## config.mk

```make
export PLATFORM = sky130hd
export DESIGN_NAME = dfx_mailbox_regs
export DESIGN_NICKNAME = d
export VERILOG_FILES = /design/src/rtl/dfx_mailbox_regs.sv
export SDC_FILE = /design/constraint.sdc
export NUM_CORES = 1
export LEC_CHECK = 0
export ABC_AREA = 1
export CAP_MARGIN = 20
export CORE_UTILIZATION = 53
export CTS_BUF_LIST = sky130_fd_sc_hd__clkbuf_8
export DETAILED_ROUTE_END_ITERATION = 6
export GPL_ROUTABILITY_DRIVEN = 1
export PLACE_DENSITY = 0.9
export SLEW_MARGIN = 20
export SYNTH_ARGS = -nofsm -noshare
export SYNTH_HDL_FRONTEND = slang
export SYNTH_SLANG_ARGS = --single-unit
```

## constraint.sdc

```tcl
create_clock -name AxiBusClock -period 2.25 [get_ports AxiBusClock]
set_clock_uncertainty 0.15 [all_clocks]
set_input_delay 0.3375 -clock AxiBusClock [delete_from_list [all_inputs] [get_ports AxiBusClock]]
set_output_delay 0.3375 -clock AxiBusClock [all_outputs]
set_load 0.03 [all_outputs]
```

## src/rtl/dfx_mailbox_regs.sv

```systemverilog
// AXI4-Lite mailbox bank: per-channel host control word, MCU status shadow with change flags,
// and doorbells with MCU acknowledge. One write and one read outstanding; 1-cycle response.
module dfx_mailbox_regs #(
    parameter int          NUM_CH     = 4,
    parameter logic [31:0] CTRL_RESET = 32'h0000_0000,
    parameter logic [31:0] BLOCK_ID   = 32'h0DF0_0100
) (
    input  logic                   AxiBusClock,
    input  logic                   xAxiBusReset,
    input  logic [11:0]            xPcieToDfx_AXI_awaddr,
    input  logic [2:0]             xPcieToDfx_AXI_awprot,
    input  logic                   xPcieToDfx_AXI_awvalid,
    output logic                   xPcieToDfx_AXI_awready,
    input  logic [31:0]            xPcieToDfx_AXI_wdata,
    input  logic [3:0]             xPcieToDfx_AXI_wstrb,
    input  logic                   xPcieToDfx_AXI_wvalid,
    output logic                   xPcieToDfx_AXI_wready,
    output logic [1:0]             xPcieToDfx_AXI_bresp,
    output logic                   xPcieToDfx_AXI_bvalid,
    input  logic                   xPcieToDfx_AXI_bready,
    input  logic [11:0]            xPcieToDfx_AXI_araddr,
    input  logic [2:0]             xPcieToDfx_AXI_arprot,
    input  logic                   xPcieToDfx_AXI_arvalid,
    output logic                   xPcieToDfx_AXI_arready,
    output logic [31:0]            xPcieToDfx_AXI_rdata,
    output logic [1:0]             xPcieToDfx_AXI_rresp,
    output logic                   xPcieToDfx_AXI_rvalid,
    input  logic                   xPcieToDfx_AXI_rready,
    output logic [NUM_CH*32-1:0]   xCtrlOut,
    input  logic [NUM_CH*32-1:0]   xStatusIn,
    input  logic [NUM_CH-1:0]      xDoorbellAck,
    output logic [NUM_CH-1:0]      xDoorbellPend,
    output logic                   xMcuIrq,
    output logic                   xHostIrq
);

    localparam logic [1:0] RESP_OKAY   = 2'b00;
    localparam logic [1:0] RESP_SLVERR = 2'b10;
    localparam logic [9:0] A_ID   = 10'h000;
    localparam logic [9:0] A_CAPS = 10'h001;
    localparam logic [9:0] A_PEND = 10'h004;
    localparam logic [9:0] A_SET  = 10'h005;
    localparam logic [9:0] A_EN   = 10'h006;
    localparam logic [9:0] A_CHG  = 10'h007;

    typedef enum logic {W_IDLE, W_RESP} w_state_t;
    typedef enum logic {R_IDLE, R_DATA} r_state_t;

    // Channel window: word 0 of each 16-byte slot is CTRL, word 1 is STATUS.
    function automatic logic chan_hit(input logic [9:0] wa);
        return (wa[9:6] == 4'h1) && !wa[1] && (int'(wa[5:2]) < NUM_CH);
    endfunction

    w_state_t                  w_state_q, w_state_d;
    r_state_t                  r_state_q, r_state_d;
    logic                      aw_held_q, aw_held_d, w_held_q, w_held_d;
    logic [9:0]                awaddr_q, awaddr_d;
    logic [31:0]               wdata_q, wdata_d;
    logic [3:0]                wstrb_q, wstrb_d;
    logic                      awready_q, awready_d, wready_q, wready_d;
    logic                      bvalid_q, bvalid_d, arready_q, arready_d, rvalid_q, rvalid_d;
    logic [1:0]                bresp_q, bresp_d, rresp_q, rresp_d;
    logic [31:0]               rdata_q, rdata_d;
    logic [NUM_CH-1:0][31:0]   ctrl_q, ctrl_d, shadow_q, status_in;
    logic [NUM_CH-1:0]         pend_q, pend_d, en_q, en_d, chg_q, chg_d;
    logic                      primed_q, mcu_irq_q, mcu_irq_d, host_irq_q, host_irq_d;

    logic                      aw_hs, w_hs, ar_hs, have_aw, have_w, do_write, wr_ok;
    logic [9:0]                wa, ra;
    logic [31:0]               wr_data, wr_mask, rd_data;
    logic [3:0]                wr_strb;
    logic [1:0]                rd_resp;
    logic [NUM_CH-1:0]         db_set, chg_clr, status_diff;
    logic                      unused_ok;

    assign status_in = xStatusIn;
    assign unused_ok = ^{xPcieToDfx_AXI_awaddr[1:0], xPcieToDfx_AXI_araddr[1:0],
                         xPcieToDfx_AXI_awprot, xPcieToDfx_AXI_arprot};

    assign aw_hs   = xPcieToDfx_AXI_awvalid & awready_q;
    assign w_hs    = xPcieToDfx_AXI_wvalid & wready_q;
    assign ar_hs   = xPcieToDfx_AXI_arvalid & arready_q;
    assign have_aw = aw_held_q | aw_hs;
    assign have_w  = w_held_q | w_hs;
    assign wa      = aw_held_q ? awaddr_q : xPcieToDfx_AXI_awaddr[11:2];
    assign wr_data = w_held_q ? wdata_q : xPcieToDfx_AXI_wdata;
    assign wr_strb = w_held_q ? wstrb_q : xPcieToDfx_AXI_wstrb;
    assign wr_mask = {{8{wr_strb[3]}}, {8{wr_strb[2]}}, {8{wr_strb[1]}}, {8{wr_strb[0]}}};
    assign ra      = xPcieToDfx_AXI_araddr[11:2];

    always_comb begin
        wr_ok = 1'b0;
        case (wa)
            A_ID, A_CAPS, A_PEND, A_SET, A_EN, A_CHG: wr_ok = 1'b1;
            default:                                 wr_ok = chan_hit(wa);
        endcase
    end

    // Write channel: AW and W are latched independently; the update fires once both are in hand.
    always_comb begin
        w_state_d = w_state_q;
        aw_held_d = aw_held_q;
        w_held_d  = w_held_q;
        awaddr_d  = awaddr_q;
        wdata_d   = wdata_q;
        wstrb_d   = wstrb_q;
        awready_d = awready_q;
        wready_d  = wready_q;
        bvalid_d  = bvalid_q;
        bresp_d   = bresp_q;
        do_write  = 1'b0;
        case (w_state_q)
            W_IDLE: begin
                if (aw_hs) begin
                    aw_held_d = 1'b1;
                    awaddr_d  = xPcieToDfx_AXI_awaddr[11:2];
                end
                if (w_hs) begin
                    w_held_d = 1'b1;
                    wdata_d  = xPcieToDfx_AXI_wdata;
                    wstrb_d  = xPcieToDfx_AXI_wstrb;
                end
                if (have_aw && have_w) begin
                    do_write  = 1'b1;
                    bvalid_d  = 1'b1;
                    bresp_d   = wr_ok ? RESP_OKAY : RESP_SLVERR;
                    aw_held_d = 1'b0;
                    w_held_d  = 1'b0;
                    awready_d = 1'b0;
                    wready_d  = 1'b0;
                    w_state_d = W_RESP;
                end else begin
                    awready_d = !have_aw;
                    wready_d  = !have_w;
                end
            end
            W_RESP: begin
                if (xPcieToDfx_AXI_bready) begin
                    bvalid_d  = 1'b0;
                    awready_d = 1'b1;
                    wready_d  = 1'b1;
                    w_state_d = W_IDLE;
                end
            end
            default: w_state_d = W_IDLE;
        endcase
    end

    always_comb begin
        ctrl_d  = ctrl_q;
        en_d    = en_q;
        db_set  = '0;
        chg_clr = '0;
        if (do_write) begin
            case (wa)
                A_SET:   db_set  = wr_data[NUM_CH-1:0];
                A_EN:    en_d    = wr_data[NUM_CH-1:0];
                A_CHG:   chg_clr = wr_data[NUM_CH-1:0];
                default: begin
                    for (int n = 0; n < NUM_CH; n++) begin
                        if (chan_hit(wa) && !wa[0] && (wa[5:2] == 4'(n)))
                            ctrl_d[n] = (ctrl_q[n] & ~wr_mask) | (wr_data & wr_mask);
                    end
                end
            endcase
        end
        // Set beats ack, and a fresh change beats W1C.
        for (int n = 0; n < NUM_CH; n++)
            status_diff[n] = primed_q && (status_in[n] != shadow_q[n]);
        pend_d     = (pend_q & ~xDoorbellAck) | db_set;
        chg_d      = (chg_q & ~chg_clr) | status_diff;
        mcu_irq_d  = |(pend_q & en_q);
        host_irq_d = |chg_q;
    end

    always_comb begin
        rd_data = '0;
        rd_resp = RESP_OKAY;
        case (ra)
            A_ID:   rd_data = BLOCK_ID;
            A_CAPS: rd_data = {24'h0, 8'(NUM_CH)};
            A_PEND: rd_data = 32'(pend_q);
            A_SET:  rd_data = '0;
            A_EN:   rd_data = 32'(en_q);
            A_CHG:  rd_data = 32'(chg_q);
            default: begin
                if (chan_hit(ra)) begin
                    for (int n = 0; n < NUM_CH; n++) begin
                        if (ra[5:2] == 4'(n))
                            rd_data = ra[0] ? shadow_q[n] : ctrl_q[n];
                    end
                end else begin
                    rd_resp = RESP_SLVERR;
                end
            end
        endcase
    end

    always_comb begin
        r_state_d = r_state_q;
        arready_d = arready_q;
        rvalid_d  = rvalid_q;
        rdata_d   = rdata_q;
        rresp_d   = rresp_q;
        case (r_state_q)
            R_IDLE: begin
                arready_d = 1'b1;
                if (ar_hs) begin
                    rdata_d   = rd_data;
                    rresp_d   = rd_resp;
                    rvalid_d  = 1'b1;
                    arready_d = 1'b0;
                    r_state_d = R_DATA;
                end
            end
            R_DATA: begin
                if (xPcieToDfx_AXI_rready) begin
                    rvalid_d  = 1'b0;
                    arready_d = 1'b1;
                    r_state_d = R_IDLE;
                end
            end
            default: r_state_d = R_IDLE;
        endcase
    end

    always_ff @(posedge AxiBusClock) begin
        if (xAxiBusReset) begin
            w_state_q  <= W_IDLE;
            r_state_q  <= R_IDLE;
            aw_held_q  <= 1'b0;
            w_held_q   <= 1'b0;
            awaddr_q   <= '0;
            wdata_q    <= '0;
            wstrb_q    <= '0;
            awready_q  <= 1'b0;
            wready_q   <= 1'b0;
            bvalid_q   <= 1'b0;
            bresp_q    <= '0;
            arready_q  <= 1'b0;
            rvalid_q   <= 1'b0;
            rdata_q    <= '0;
            rresp_q    <= '0;
            ctrl_q     <= {NUM_CH{CTRL_RESET}};
            shadow_q   <= '0;
            pend_q     <= '0;
            en_q       <= '0;
            chg_q      <= '0;
            primed_q   <= 1'b0;
            mcu_irq_q  <= 1'b0;
            host_irq_q <= 1'b0;
        end else begin
            w_state_q  <= w_state_d;
            r_state_q  <= r_state_d;
            aw_held_q  <= aw_held_d;
            w_held_q   <= w_held_d;
            awaddr_q   <= awaddr_d;
            wdata_q    <= wdata_d;
            wstrb_q    <= wstrb_d;
            awready_q  <= awready_d;
            wready_q   <= wready_d;
            bvalid_q   <= bvalid_d;
            bresp_q    <= bresp_d;
            arready_q  <= arready_d;
            rvalid_q   <= rvalid_d;
            rdata_q    <= rdata_d;
            rresp_q    <= rresp_d;
            ctrl_q     <= ctrl_d;
            shadow_q   <= status_in;
            pend_q     <= pend_d;
            en_q       <= en_d;
            chg_q      <= chg_d;
            primed_q   <= 1'b1;
            mcu_irq_q  <= mcu_irq_d;
            host_irq_q <= host_irq_d;
        end
    end

    assign xPcieToDfx_AXI_awready = awready_q;
    assign xPcieToDfx_AXI_wready  = wready_q;
    assign xPcieToDfx_AXI_bvalid  = bvalid_q;
    assign xPcieToDfx_AXI_bresp   = bresp_q;
    assign xPcieToDfx_AXI_arready = arready_q;
    assign xPcieToDfx_AXI_rvalid  = rvalid_q;
    assign xPcieToDfx_AXI_rdata   = rdata_q;
    assign xPcieToDfx_AXI_rresp   = rresp_q;
    assign xCtrlOut               = ctrl_q;
    assign xDoorbellPend          = pend_q;
    assign xMcuIrq                = mcu_irq_q;
    assign xHostIrq               = host_irq_q;

endmodule
```

Word-level counts from Yosys, hierarchy flattened:

Cells that the tools add are included.

* flip-flop bits (word level): 362
* latch bits: 0
* memory bits (writable): 0
* bits in read-only memories: 0
* input bits: 205
* output and inout bits: 175
* word-level logic and storage cells: 172
* memories: 0

* add/sub/neg operators: 0
* $mul: 0
* div/mod/pow operators: 0
* order comparisons: 2
* equal/unequal tests: 26
* shift-type cells: 0
* mux-type cells: 47
* bitwise gates (word level): 25
* reductions and logical operators: 43

Operators by type and width (number)
* 32-bit two-way mux: 10
* 32-bit case mux with 6 select lines: 1
* 32-bit AND: 5
* 32-bit inequality test: 4
* 32-bit OR: 4
* 10-bit by 3-bit equality test with 1-bit output, second input constant: 8
* 32-bit inverter: 1
* 10-bit by 1-bit equality test with 1-bit output, second input constant: 2
* 10-bit zero test: 2
* 1-bit two-way mux: 20
* 4-bit two-way mux: 5
* 2-bit AND reduction: 9
* 4-bit by 1-bit equality test with 1-bit output, second input constant: 4
* 4-bit by 2-bit equality test with 1-bit output, second input constant: 4
* 1-bit logical AND: 14
* 1-bit case mux with 2 select lines: 7
* 4-bit AND: 3
* 3-bit AND reduction: 4
* 6-bit OR reduction: 2
* 10-bit two-way mux: 1
* 4-bit zero test: 2
* 4-bit by 3-bit less-than comparator with 1-bit output, second input constant: 2
* 2-bit inequality test, second input constant: 4
* 4-bit inverter: 2
* other kinds (9): 23

Longest topological paths before layout:

* depth after elaboration: 9
* depth in mapped cells: 14
* gate-level depth less buffers: 13

Least setup slack after synthesis:

Ideal clock, no wire load.

* kind: register -> register
* start point: register wready_q (netlist: xPcieToDfx_AXI_wready)
* end point: register with a tool-made name
* setup time: 0.110 ns
* arrival: 1.786 ns
* data required time: 1.990 ns
* slack: 0.204 ns
* stages on the path, launching flop included: 12
* path buffers: 2
* clock period less this slack: 2.046 ns
* cells stage by stage: dfxtp_1 -> nand2_1 -> nand2_1 -> nand2_1 -> nor2_1 -> nand2_2 -> nor2_8 -> buf_12 -> buf_6 -> nand4_1 -> nand2_1 -> nor2_1

RTL lines
* start, declared: RTL line 60 `logic awready_q, awready_d, wready_q, wready_d;`
* start signal, assigned: RTL line 261 `wready_q <= wready_d;`

==> out/qor.yml <==
floorplan:
  dieArea_sq_um: 35300
  num_io_pins: 380
  initial_utilization: 0.542
  chipWidth_um: 188
  core_sq_um: 33800
  die_h_um: 188
  rows: 67
timing:
  holdWs_ns: 0.133
  worst_pin_slew_ns: 0.831
  setup_viol: 0
  slew_headroom: 0.446
  finalSetupTns_ns: 0
  fmax_mhz: 445
  maxSlewViolCount: 0
  rsz0062_at_grt: "true"
  period_needed_ns: 2.25
  finalHoldViolations: 0
  fin_crit_sh: 1.00
place:
  dp_hpwl_um: 52800
  dp_cells: 3590
  gp_congestion: 0.977
  io_buffer_count: 367
global_route:
  grt_usage: 0.385
  grt_max_degree: 95
  grt_use_met2: 0.602
  busiest_layer: "met2"
  grt_overflow: 0
  grtUsageMet1: 0.489
  use_met3: 0.0653
  antenna_found_initial: 0
  grt_pass1_vias: 19098
  grt_pass1_wl_um: 105000
worst_hold_path:
  worstHoldStart: "xStatusIn[44]"
  hold_depth: 3
  min_to: "shadow_q[44]"
  hold_class: "in -> reg"
worst_setup_path:
  cp_max_fo: 8
  path_cells: "clkbuf_16 > nand2_1 > nand2_2 > nand3_2 > nor2_2 > nand2_2 > nand2_2 > nor2_8 > buf_12 > clkbuf_16 > buf_4 > nand3_4 > nand2_1 > inv_1 > nor2_1"
  critPathMaxStageDelay_ns: 0.41
  crit_path_end_kind: "flip-flop"
  r2r_cells: 15
  cp-start-kind: "flip-flop"
  required_ns: 2.60
  cp_slowest_cell: "dfxtp_4"
  timing.rr.start: "aw_held_q"
  crit_type: "reg -> reg"
  r2r_slack_ns: 0.001
  worst_path_most_repeated_cell: "nand2_2"
  crit_arrival_ns: 2.60
routing:
  drt-wirelength-per-cell_um: 19.3
  drtIter0Drc: 2234
  drt-total-wl_um: 71600
  ant_nets: 0
  via_count: 20463
  drt_first_pass_iters: 7
  via_per_inst: 5.50
  drc: 5
synth:
  yosysSeqAreaShare: 0.393
  synth.distinct_cells: 39
  avgSynthCellArea_sq_um: 6.63
  netlist_area_sq_um: 18300
  syn_inst: 2765
  yosys_register_bits: 360
  synth_warnings: 0
status:
  violations: "design-rule violations"
  status: "complete, but fails checks"
clock_tree:
  tritoncts: "yes"
  ctsRootBufferMaster: "clkbuf_8"
  clock_sinks: 360
  cts_inserted_buffers: 59
  cts_max_level: 2
  clock_path_buffers: 3
  path_clk_slew_ns: 0.06
  insertion_delay_ns: 0.62
power_and_ir_drop:
  power.density_nw_per_um2: 620
  leakagePower_uw: 0.0113
  totalPowerFinal_uw: 15600
  vdd_drop_max_uv: 549
layout:
  finalNonFillerCells: 3718
  drive_above_1_share: 0.116
  nets: 3427
  most-common-layout-cells: "nand2_1 (580), inv_1 (470), nor2_1 (451)"
  fill_cells: 2497
  final_common_cell: "nand2_1"
  fin_util: 0.742
  synthToLayoutAreaGrowth_pct: 36.8
job:
  drv_cap: 0
## layer usage
metal  up-vias  share of wire
met2      1323           0.44
met5         -              0
li1       9535              -
met4         0          0.076
met3       276           0.11
met1      9329           0.38
## worst max-delay path by stage
stage	start	slack, ns	to	cells past startpoint
6_report	aw_held_q	0.001	flip-flop	15
5_1_grt	aw_held_q	-0.09	flip-flop	13
4_1_cts	flip-flop	0.003	xCtrlOut[123]	1
3_5_place_dp	xPcieToDfx_AXI_awaddr[11]	-0.28	flip-flop	13
3_3_place_gp	xPcieToDfx_AXI_araddr[7]	-0.25	xPcieToDfx_AXI_rdata[30]	12
2_1_floorplan	xPcieToDfx_AXI_wready	0.20	flip-flop	11
## critical path: cells and delay by family, from the launching register on
family / cells / cell delay [ns]
simple gates: 10 / 0.95
buf+inv: 5 / 0.63
flops: 1 / 0.41
## synth_stat cells, drive strengths merged
cell	number	area, sq um
a211oi	2	15.0
a21oi	124	621
a221oi	1	8.76
a31oi	2	12.5
buf	51	344
clkbuf	89	334
clkinv	2	7.51
conb	1	3.75
dfxtp	360	7210
inv	470	1760
mux2i	26	260
nand2	609	2310
nand3	86	583
nand3b	2	15.0
nand4	152	951
nor2	465	1830
nor3	23	115
o2111ai	2	17.5
o211ai	36	270
o21a	6	45.0
o21ai	139	696
o221ai	1	8.76
o22ai	6	37.5
o31ai	4	30.0
or2	37	231
xnor2	45	394
xor2	24	210
## layout make-up
class,instances,area (sq um),share of cell area
Antenna cell,1,2.50,0.0000998
Clock buffer,84,1160,0.0461
Clock inverter,24,159,0.00634
Inverter,472,1780,0.0709
Multi-Input combinational cell,1795,8850,0.353
Sequential cell,360,7210,0.288
Tap cell,448,561,0.0224
Timing Repair Buffer,534,5350,0.213
## logic make-up (layout without fill, tap and decap cells)
kind of cell | after synthesis | count (layout) | share of synthesized area
compound gates | 323 | 323 | 0.0961
simple gates | 1374 | 1375 | 0.330
mux | 26 | 26 | 0.0142
flops | 360 | 360 | 0.393
xor+xnor | 69 | 69 | 0.0330
other cells | 1 | 3 | 0.000205
buf+inv | 612 | 1114 | 0.134
## report_power, final
group / switching (uW) / internal [uW]
logic: 1460 / 1040
registers: 170 / 6610
clock network: 2750 / 3520
## stage by stage
step	instance area, sq um	setup slack, ns
finish	25100	0.00109
global route	25100	-0.0857
CTS	24600	0.00276
detailed placement	23300	-0.285
global placement	23300	-0.246
floorplan	18300	0.204
## repair_timing
action / 4_1_cts / 5_1_grt
gates resized for setup: 16 / 69
cloned: 1 / 5
buffers inserted: 1 / 11
pin swaps: 1 / 24
hold buffers: 1 / 0
endpoints found under the hold margin: 15 / 0
setup endpoints to repair: 21 / 124
Power figures use the tool's default switching activity.
